==> src/rtl/column_accumulator_if.sv <==
// rtl/column_accumulator_if.sv - Beat/result handshake bundle for column_accumulator
//
// Purpose: groups the column-beat input stream and the result output stream.
// Signals:
//   in_valid/in_ready/in_last : column beat handshake, in_last closes a group
//   O0..O14                    : column bit-vectors, every bit of Ok weighs 2^k
//   out_valid/out_ready        : result handshake
//   out_data                   : signed 32-bit group sum
//   out_count                  : beats in the group, saturating at 255
// Modports: master drives beats and consumes results, slave is the accumulator.

interface column_accumulator_if;
   logic        in_valid;
   logic        in_ready;
   logic        in_last;
   logic [17:0] O0;
   logic [8:0]  O1;
   logic [26:0] O2;
   logic [17:0] O3;
   logic [35:0] O4;
   logic [26:0] O5;
   logic [44:0] O6;
   logic [35:0] O7;
   logic [35:0] O8;
   logic [35:0] O9;
   logic [35:0] O10;
   logic [17:0] O11;
   logic [17:0] O12;
   logic [8:0]  O13;
   logic [8:0]  O14;
   logic        out_valid;
   logic        out_ready;
   logic [31:0] out_data;
   logic [7:0]  out_count;

   modport master (
      output in_valid, in_last,
      output O0, O1, O2, O3, O4, O5, O6, O7, O8, O9, O10, O11, O12, O13, O14,
      output out_ready,
      input  in_ready, out_valid, out_data, out_count
   );

   modport slave (
      input  in_valid, in_last,
      input  O0, O1, O2, O3, O4, O5, O6, O7, O8, O9, O10, O11, O12, O13, O14,
      input  out_ready,
      output in_ready, out_valid, out_data, out_count
   );
endinterface

==> src/rtl/column_accumulator.sv <==
// rtl/column_accumulator.sv - Two-stage weighted column popcount accumulator
//
// Purpose: each accepted beat is reduced to sum_k popcount(Ok)*2^k, truncated
// to 16 bits and sign-extended; beats are summed per group (closed by in_last)
// and the group sum plus beat count is presented on the result handshake.
// Ports:
//   clk   : single clock, rising edge
//   reset : asynchronous, active-high
//   bus   : column_accumulator_if.slave (beat input, result output)
// Pipeline: stage 1 registers per-column popcounts, stage 2 accumulates and
// loads the result registers on the last beat. A pending, unconsumed result
// freezes the whole pipeline.

module column_accumulator (
   input logic                 clk,
   input logic                 reset,
   column_accumulator_if.slave bus
);

   function automatic logic [5:0] popcount45(input logic [44:0] v);
      logic [5:0] n;
      n = '0;
      for (int i = 0; i < 45; i++) begin
         n = n + {5'd0, v[i]};
      end
      return n;
   endfunction

   // Columns zero-extended to a common width so one popcount serves all.
   logic [44:0] col [15];
   assign col[0]  = {27'd0, bus.O0};
   assign col[1]  = {36'd0, bus.O1};
   assign col[2]  = {18'd0, bus.O2};
   assign col[3]  = {27'd0, bus.O3};
   assign col[4]  = {9'd0,  bus.O4};
   assign col[5]  = {18'd0, bus.O5};
   assign col[6]  = bus.O6;
   assign col[7]  = {9'd0,  bus.O7};
   assign col[8]  = {9'd0,  bus.O8};
   assign col[9]  = {9'd0,  bus.O9};
   assign col[10] = {9'd0,  bus.O10};
   assign col[11] = {27'd0, bus.O11};
   assign col[12] = {27'd0, bus.O12};
   assign col[13] = {36'd0, bus.O13};
   assign col[14] = {36'd0, bus.O14};

   logic [5:0] pc_d [15];
   for (genvar k = 0; k < 15; k++) begin : g_pc
      assign pc_d[k] = popcount45(col[k]);
   end

   logic [5:0]  pc_q [15];
   logic        s1_valid_q;
   logic        s1_last_q;
   logic [31:0] acc_q;
   logic [7:0]  cnt_q;
   logic        first_q;
   logic        out_valid_q;
   logic [31:0] out_data_q;
   logic [7:0]  out_count_q;

   logic        stall;
   logic [15:0] sum16;
   logic [31:0] dot;
   logic [31:0] acc_d;
   logic [7:0]  cnt_d;

   assign stall        = out_valid_q && !bus.out_ready;
   assign bus.in_ready = !stall;

   // Only the low 16 bits of the weighted sum are kept, so the sum is built
   // modulo 2^16 directly.
   always_comb begin
      sum16 = '0;
      for (int k = 0; k < 15; k++) begin
         sum16 = sum16 + ({10'd0, pc_q[k]} << k);
      end
   end

   assign dot   = {{16{sum16[15]}}, sum16};
   assign acc_d = first_q ? dot : acc_q + dot;
   assign cnt_d = first_q ? 8'd1 : ((cnt_q == 8'hFF) ? cnt_q : cnt_q + 8'd1);

   always_ff @(posedge clk or posedge reset) begin
      if (reset) begin
         for (int k = 0; k < 15; k++) begin
            pc_q[k] <= '0;
         end
         s1_valid_q  <= 1'b0;
         s1_last_q   <= 1'b0;
         acc_q       <= '0;
         cnt_q       <= '0;
         first_q     <= 1'b1;
         out_valid_q <= 1'b0;
         out_data_q  <= '0;
         out_count_q <= '0;
      end else if (!stall) begin
         s1_valid_q <= bus.in_valid;
         if (bus.in_valid) begin
            for (int k = 0; k < 15; k++) begin
               pc_q[k] <= pc_d[k];
            end
            s1_last_q <= bus.in_last;
         end

         if (s1_valid_q) begin
            acc_q   <= acc_d;
            cnt_q   <= cnt_d;
            first_q <= s1_last_q;
         end

         // A new result load wins over the consume of the previous one.
         if (s1_valid_q && s1_last_q) begin
            out_data_q  <= acc_d;
            out_count_q <= cnt_d;
            out_valid_q <= 1'b1;
         end else if (out_valid_q && bus.out_ready) begin
            out_valid_q <= 1'b0;
         end
      end
   end

   assign bus.out_valid = out_valid_q;
   assign bus.out_data  = out_data_q;
   assign bus.out_count = out_count_q;

endmodule
==> src/flat_wrapper.sv <==
// flat-port wrapper written by rule: the top's interface ports become plain ports
module column_accumulator_flat 
  (clk, reset, bus_in_valid, bus_in_last, bus_O0, bus_O1, bus_O2, bus_O3, bus_O4, bus_O5, bus_O6, bus_O7, bus_O8, bus_O9, bus_O10, bus_O11, bus_O12, bus_O13, bus_O14, bus_out_ready, bus_in_ready, bus_out_valid, bus_out_data, bus_out_count);
  column_accumulator_if bus_i ();
  input logic clk;
  input logic reset;
  input wire logic [$bits(bus_i.in_valid)-1:0] bus_in_valid;
  input wire logic [$bits(bus_i.in_last)-1:0] bus_in_last;
  input wire logic [$bits(bus_i.O0)-1:0] bus_O0;
  input wire logic [$bits(bus_i.O1)-1:0] bus_O1;
  input wire logic [$bits(bus_i.O2)-1:0] bus_O2;
  input wire logic [$bits(bus_i.O3)-1:0] bus_O3;
  input wire logic [$bits(bus_i.O4)-1:0] bus_O4;
  input wire logic [$bits(bus_i.O5)-1:0] bus_O5;
  input wire logic [$bits(bus_i.O6)-1:0] bus_O6;
  input wire logic [$bits(bus_i.O7)-1:0] bus_O7;
  input wire logic [$bits(bus_i.O8)-1:0] bus_O8;
  input wire logic [$bits(bus_i.O9)-1:0] bus_O9;
  input wire logic [$bits(bus_i.O10)-1:0] bus_O10;
  input wire logic [$bits(bus_i.O11)-1:0] bus_O11;
  input wire logic [$bits(bus_i.O12)-1:0] bus_O12;
  input wire logic [$bits(bus_i.O13)-1:0] bus_O13;
  input wire logic [$bits(bus_i.O14)-1:0] bus_O14;
  input wire logic [$bits(bus_i.out_ready)-1:0] bus_out_ready;
  output wire logic [$bits(bus_i.in_ready)-1:0] bus_in_ready;
  output wire logic [$bits(bus_i.out_valid)-1:0] bus_out_valid;
  output wire logic [$bits(bus_i.out_data)-1:0] bus_out_data;
  output wire logic [$bits(bus_i.out_count)-1:0] bus_out_count;
  assign bus_i.in_valid = bus_in_valid;
  assign bus_i.in_last = bus_in_last;
  assign bus_i.O0 = bus_O0;
  assign bus_i.O1 = bus_O1;
  assign bus_i.O2 = bus_O2;
  assign bus_i.O3 = bus_O3;
  assign bus_i.O4 = bus_O4;
  assign bus_i.O5 = bus_O5;
  assign bus_i.O6 = bus_O6;
  assign bus_i.O7 = bus_O7;
  assign bus_i.O8 = bus_O8;
  assign bus_i.O9 = bus_O9;
  assign bus_i.O10 = bus_O10;
  assign bus_i.O11 = bus_O11;
  assign bus_i.O12 = bus_O12;
  assign bus_i.O13 = bus_O13;
  assign bus_i.O14 = bus_O14;
  assign bus_i.out_ready = bus_out_ready;
  assign bus_in_ready = bus_i.in_ready;
  assign bus_out_valid = bus_i.out_valid;
  assign bus_out_data = bus_i.out_data;
  assign bus_out_count = bus_i.out_count;
  column_accumulator u_core (.clk(clk), .reset(reset), .bus(bus_i));
endmodule
==> config.mk <==
export PLATFORM = sky130hd
export DESIGN_NAME = column_accumulator_flat
export DESIGN_NICKNAME = d
export VERILOG_FILES = /design/src/rtl/column_accumulator_if.sv /design/src/rtl/column_accumulator.sv /design/src/flat_wrapper.sv
export SDC_FILE = /design/constraint.sdc
export NUM_CORES = 1
export LEC_CHECK = 0
export CORE_MARGIN = 3
export CORE_UTILIZATION = 30
export DETAILED_ROUTE_END_ITERATION = 10
export HOLD_SLACK_MARGIN = 0.12
export SYNTH_ARGS = -nofsm -noshare
export SYNTH_HDL_FRONTEND = slang
export SYNTH_SLANG_ARGS = --single-unit
==> constraint.sdc <==
create_clock -name clk -period 8.8 [get_ports clk]
set_input_delay 2.2 -clock clk [delete_from_list [all_inputs] [get_ports clk]]
set_output_delay 2.2 -clock clk [all_outputs]
set_load 0.005 [all_outputs]
==> summary.md <==
| Metric | Value |
|---|---|
| Run status | `finished clean` |
| # DRC | `0` |
| YS warnings | `0` |
| Ports | `425` |
| Seq/Total Area, Yosys | `21.2%` |
| Starting Density | `30.5%` |
| Post-synth top flop | `dfrtp_1` |
| WHS Path Cells | `2` |
| Dpl ws | `1.01 ns` |
| Ys async rst share | `100%` |
| Total gr overflow | `0` |
| Top-area cell type share of the netlist area | `33.6%` |
| Area leader, netlist | `fa_1` |
| Clk Latency, worst-skew pair | `0.46 ns` |
| Slew HR | `35.8%` |
| Sink Count | `160` |
| Post-CTS Hold Buffers | `0` |
| Unrepaired setup endpoints after global routing | `no` |
| CTS root buffer | `clkbuf_16` |
| CTS tree | `built` |
| Clock buffer count from CTS | `17` |
| First-pass DRT Iterations | `5` |
| PostCTS Resize Cnt | `0` |
| Synth area leaders | `fa_1 (34%), dfrtp_1 (21%), ha_1 (11%)` |
| EDFF count, synth | `0` |
| Core box area | `62,100 um^2` |
| Final hold violation count | `0` |
| Distinct cell type count after synthesis | `72` |
| Total GRT Usage | `13.9%` |
| Final worst slack | `1.37 ns` |
| Worst-path maximum fanout | `12` |
| Period minus WS final | `7.43 ns` |
| Full die area | `66,200 um^2` |
| Post-synthesis mux area share | `2.80%` |
| Final Max Slew Viols | `0` |
| CTS max path bufs | `2` |
| Internal reg-to-reg setup slack | `1.37 ns` |
| Startpoint Class | `flip-flop` |
| Largest net degree at the start of global routing | `104` |
| Vias | `13,600` |
| Required @ worst endpoint | `9.14 ns` |
| Vias/cell | `4.30` |
| Worst Setup End Kind | `flip-flop` |
| Detailed Route WL | `44,200 um` |
| Setup TNS | `0 ns` |
| Synthesized flop and latch total | `160` |
| Die width | `257 um` |
| Syn Area/Cell | `9.97 um^2` |
| Antenna diode count | `0` |
| Setup Buffers After CTS | `0` |
| Non-filler cells, final | `3,151` |
| GP Congestion | `0.869` |
| Top cells by count, synth | `inv_1 (509), fa_1 (318), ha_1 (161)` |
| Cell Rows | `91` |
| Layout area overhead | `30.0%` |
| CTS clk-pin slew, worst paths | `0.07 ns` |
| Post-Synth Simple-Gate Area | `6.10%` |
| Antenna Nets Post-Route | `0` |
| Vias in the first global route | `14,900` |
| Antenna violations before repair | `0` |
| FF-to-FF path depth | `24` |
| CTS H-Tree Depth | `4` |
| Maxcap violations | `0` |
| First-pass GRT wire length | `74,500 um` |
| Worst-Margin Slew | `0.963 ns` |
| R2R Path End | `u_core.bus.out_data[29]` |
| Kind of critical path | `reg2reg` |
| DP Cell Count | `3,119` |
| Origin of the critical flop-to-flop path | `u_core.pc_q[78]` |
| Detailed placer's ending HPWL | `38,500 um` |
| Crit path DAT | `7.77 ns` |
| Largest family of logic cells by synthesized area | `adder cells` |
| Post-synth net total | `2,761` |
| NumNets Final | `3,163` |
| Skew final | `0.0127 ns` |
| Port-buffer cells | `424` |
| Count leader, synth | `inv_1` |
| Fin crit share | `84.4%` |
| Hold Startpoint | `u_core.bus.out_count[4]` |
| Mapped Cells | `1,899` |
| Adder-cell share of the synthesized area | `44.3%` |
| Initial drt markers | `377` |
| Post-Syn Area | `18,900 um^2` |
| Fmax | `135 MHz` |
| Final setup viols | `0` |
| Synth Area in XOR/XNOR | `3.88%` |
| Routed WL per cell | `14.0 um` |
| Die height | `257 um` |
| Post-synthesis compound-gate area fraction | `10.4%` |
| Hold Crit Class | `reg2reg` |
| Hold EP | `u_core.bus.out_count[4]` |
| Share of layout cells above drive strength 1 | `4.84%` |
registers in the layout, summed over array words and instances, names as in the netlist:
| name | cells |
|---|---|
| u_core.bus.out_count | 8 |
| u_core.bus.out_data | 32 |
| u_core.acc_q | 32 |
| u_core.first_q | 1 |
| u_core.s1_last_q | 1 |
| u_core.bus.out_valid | 1 |
| u_core.s1_valid_q | 1 |
| u_core.cnt_q | 8 |
| u_core.pc_q | 76 |
kinds of logic (layout without fill, tap and decap cells):
| kind of cell | count (synthesis) | after routing |
|---|---|---|
| buffers and inverters | 556 | 971 |
| adders and majority gates | 479 | 479 |
| AOI/OAI and AO/OA | 315 | 315 |
| and+or+nand+nor | 258 | 258 |
| DFF | 160 | 160 |
| xor gates and xnor gates | 83 | 83 |
| muxes | 48 | 48 |
layout make-up:
cell class | instances | area, um^2
Clock buffer | 18 | 439
Inverter | 509 | 1920
Fill cell | 6065 | 37400
Clock inverter | 14 | 141
Timing Repair Buffer | 430 | 4290
Tap cell | 837 | 1050
Sequential cell | 160 | 4010
Multi-Input combinational cell | 1183 | 12800
cells in the final DEF (no fill, tap or decap), drive strengths merged, types with 5 or more instances in the layout:
cell and instances:
a211oi 5, a21o 37, a21oi 80, buf 6, clkbuf 18, clkdlybuf4s50 424
dfrtp 159, fa 318, ha 161, inv 518, mux2 39, mux2i 9
nand2 149, nand2b 6, nand3 15, nand4 9, nor2 39, nor2b 9
nor3 15, o211ai 6, o21a 10, o21ai 135, o21bai 9, o31ai 10
or4 5, xnor2 48, xor2 35
metrics by stage:
step | util, % | instance area [um^2] | hold WS, ns
after floorplan | - | 18900 | 0.450
after global placement | 38.7 | 24000 | 0.453
after detailed placement | 38.7 | 24000 | 0.470
after CTS | 39.7 | 24600 | 0.488
after global routing | 39.7 | 24600 | 0.512
final | 39.7 | 24600 | 0.484
worst max-delay path: stages (launching register included):
cell and delay, ns:
dfrtp_1 0.38, ha_1 0.23, fa_1 0.41, a21o_1 0.17
a21o_1 0.21, fa_1 0.39, fa_1 0.43, fa_1 0.54
fa_1 0.44, ha_1 0.30, a21oi_1 0.22, o21ai_1 0.13
a2111oi_2 0.36, o31ai_1 0.19, xnor2_2 0.65, ha_1 0.44
a211oi_1 0.26, nor2_1 0.10, o21a_1 0.22, a31o_2 0.28
o311ai_1 0.25, a21oi_1 0.13, nor3_1 0.19, o31ai_2 0.10
mux2_2 0.29
per-layer routing:
metal / vias to the layer above / wire (um) / GRT usage (%)
met5: - / 0 / 0
met4: 0 / 482 / 2.52
met3: 29 / 1930 / 2.87
met2: 248 / 23300 / 25.2
met1: 6625 / 18500 / 17.2
li1: 6652 / - / -
how the worst max path moves through the flow:
stage               startpoint                 endpoint  slack (ns)  cells past startpoint
2_1_floorplan        bus_O6[0]          u_core.pc_q[52]        1.79                     18
3_3_place_gp         bus_O6[0]          u_core.pc_q[52]        1.09                     19
3_5_place_dp         bus_O6[0]          u_core.pc_q[52]        1.01                     19
4_1_cts        u_core.pc_q[78]  u_core.bus.out_data[31]        1.28                     23
5_1_grt        u_core.pc_q[78]  u_core.bus.out_data[29]        0.92                     24
6_report       u_core.pc_q[78]  u_core.bus.out_data[29]        1.37                     24
Power is not shown: default switching activity piles up to over one toggle a cycle in this logic, so the estimate is an artifact.
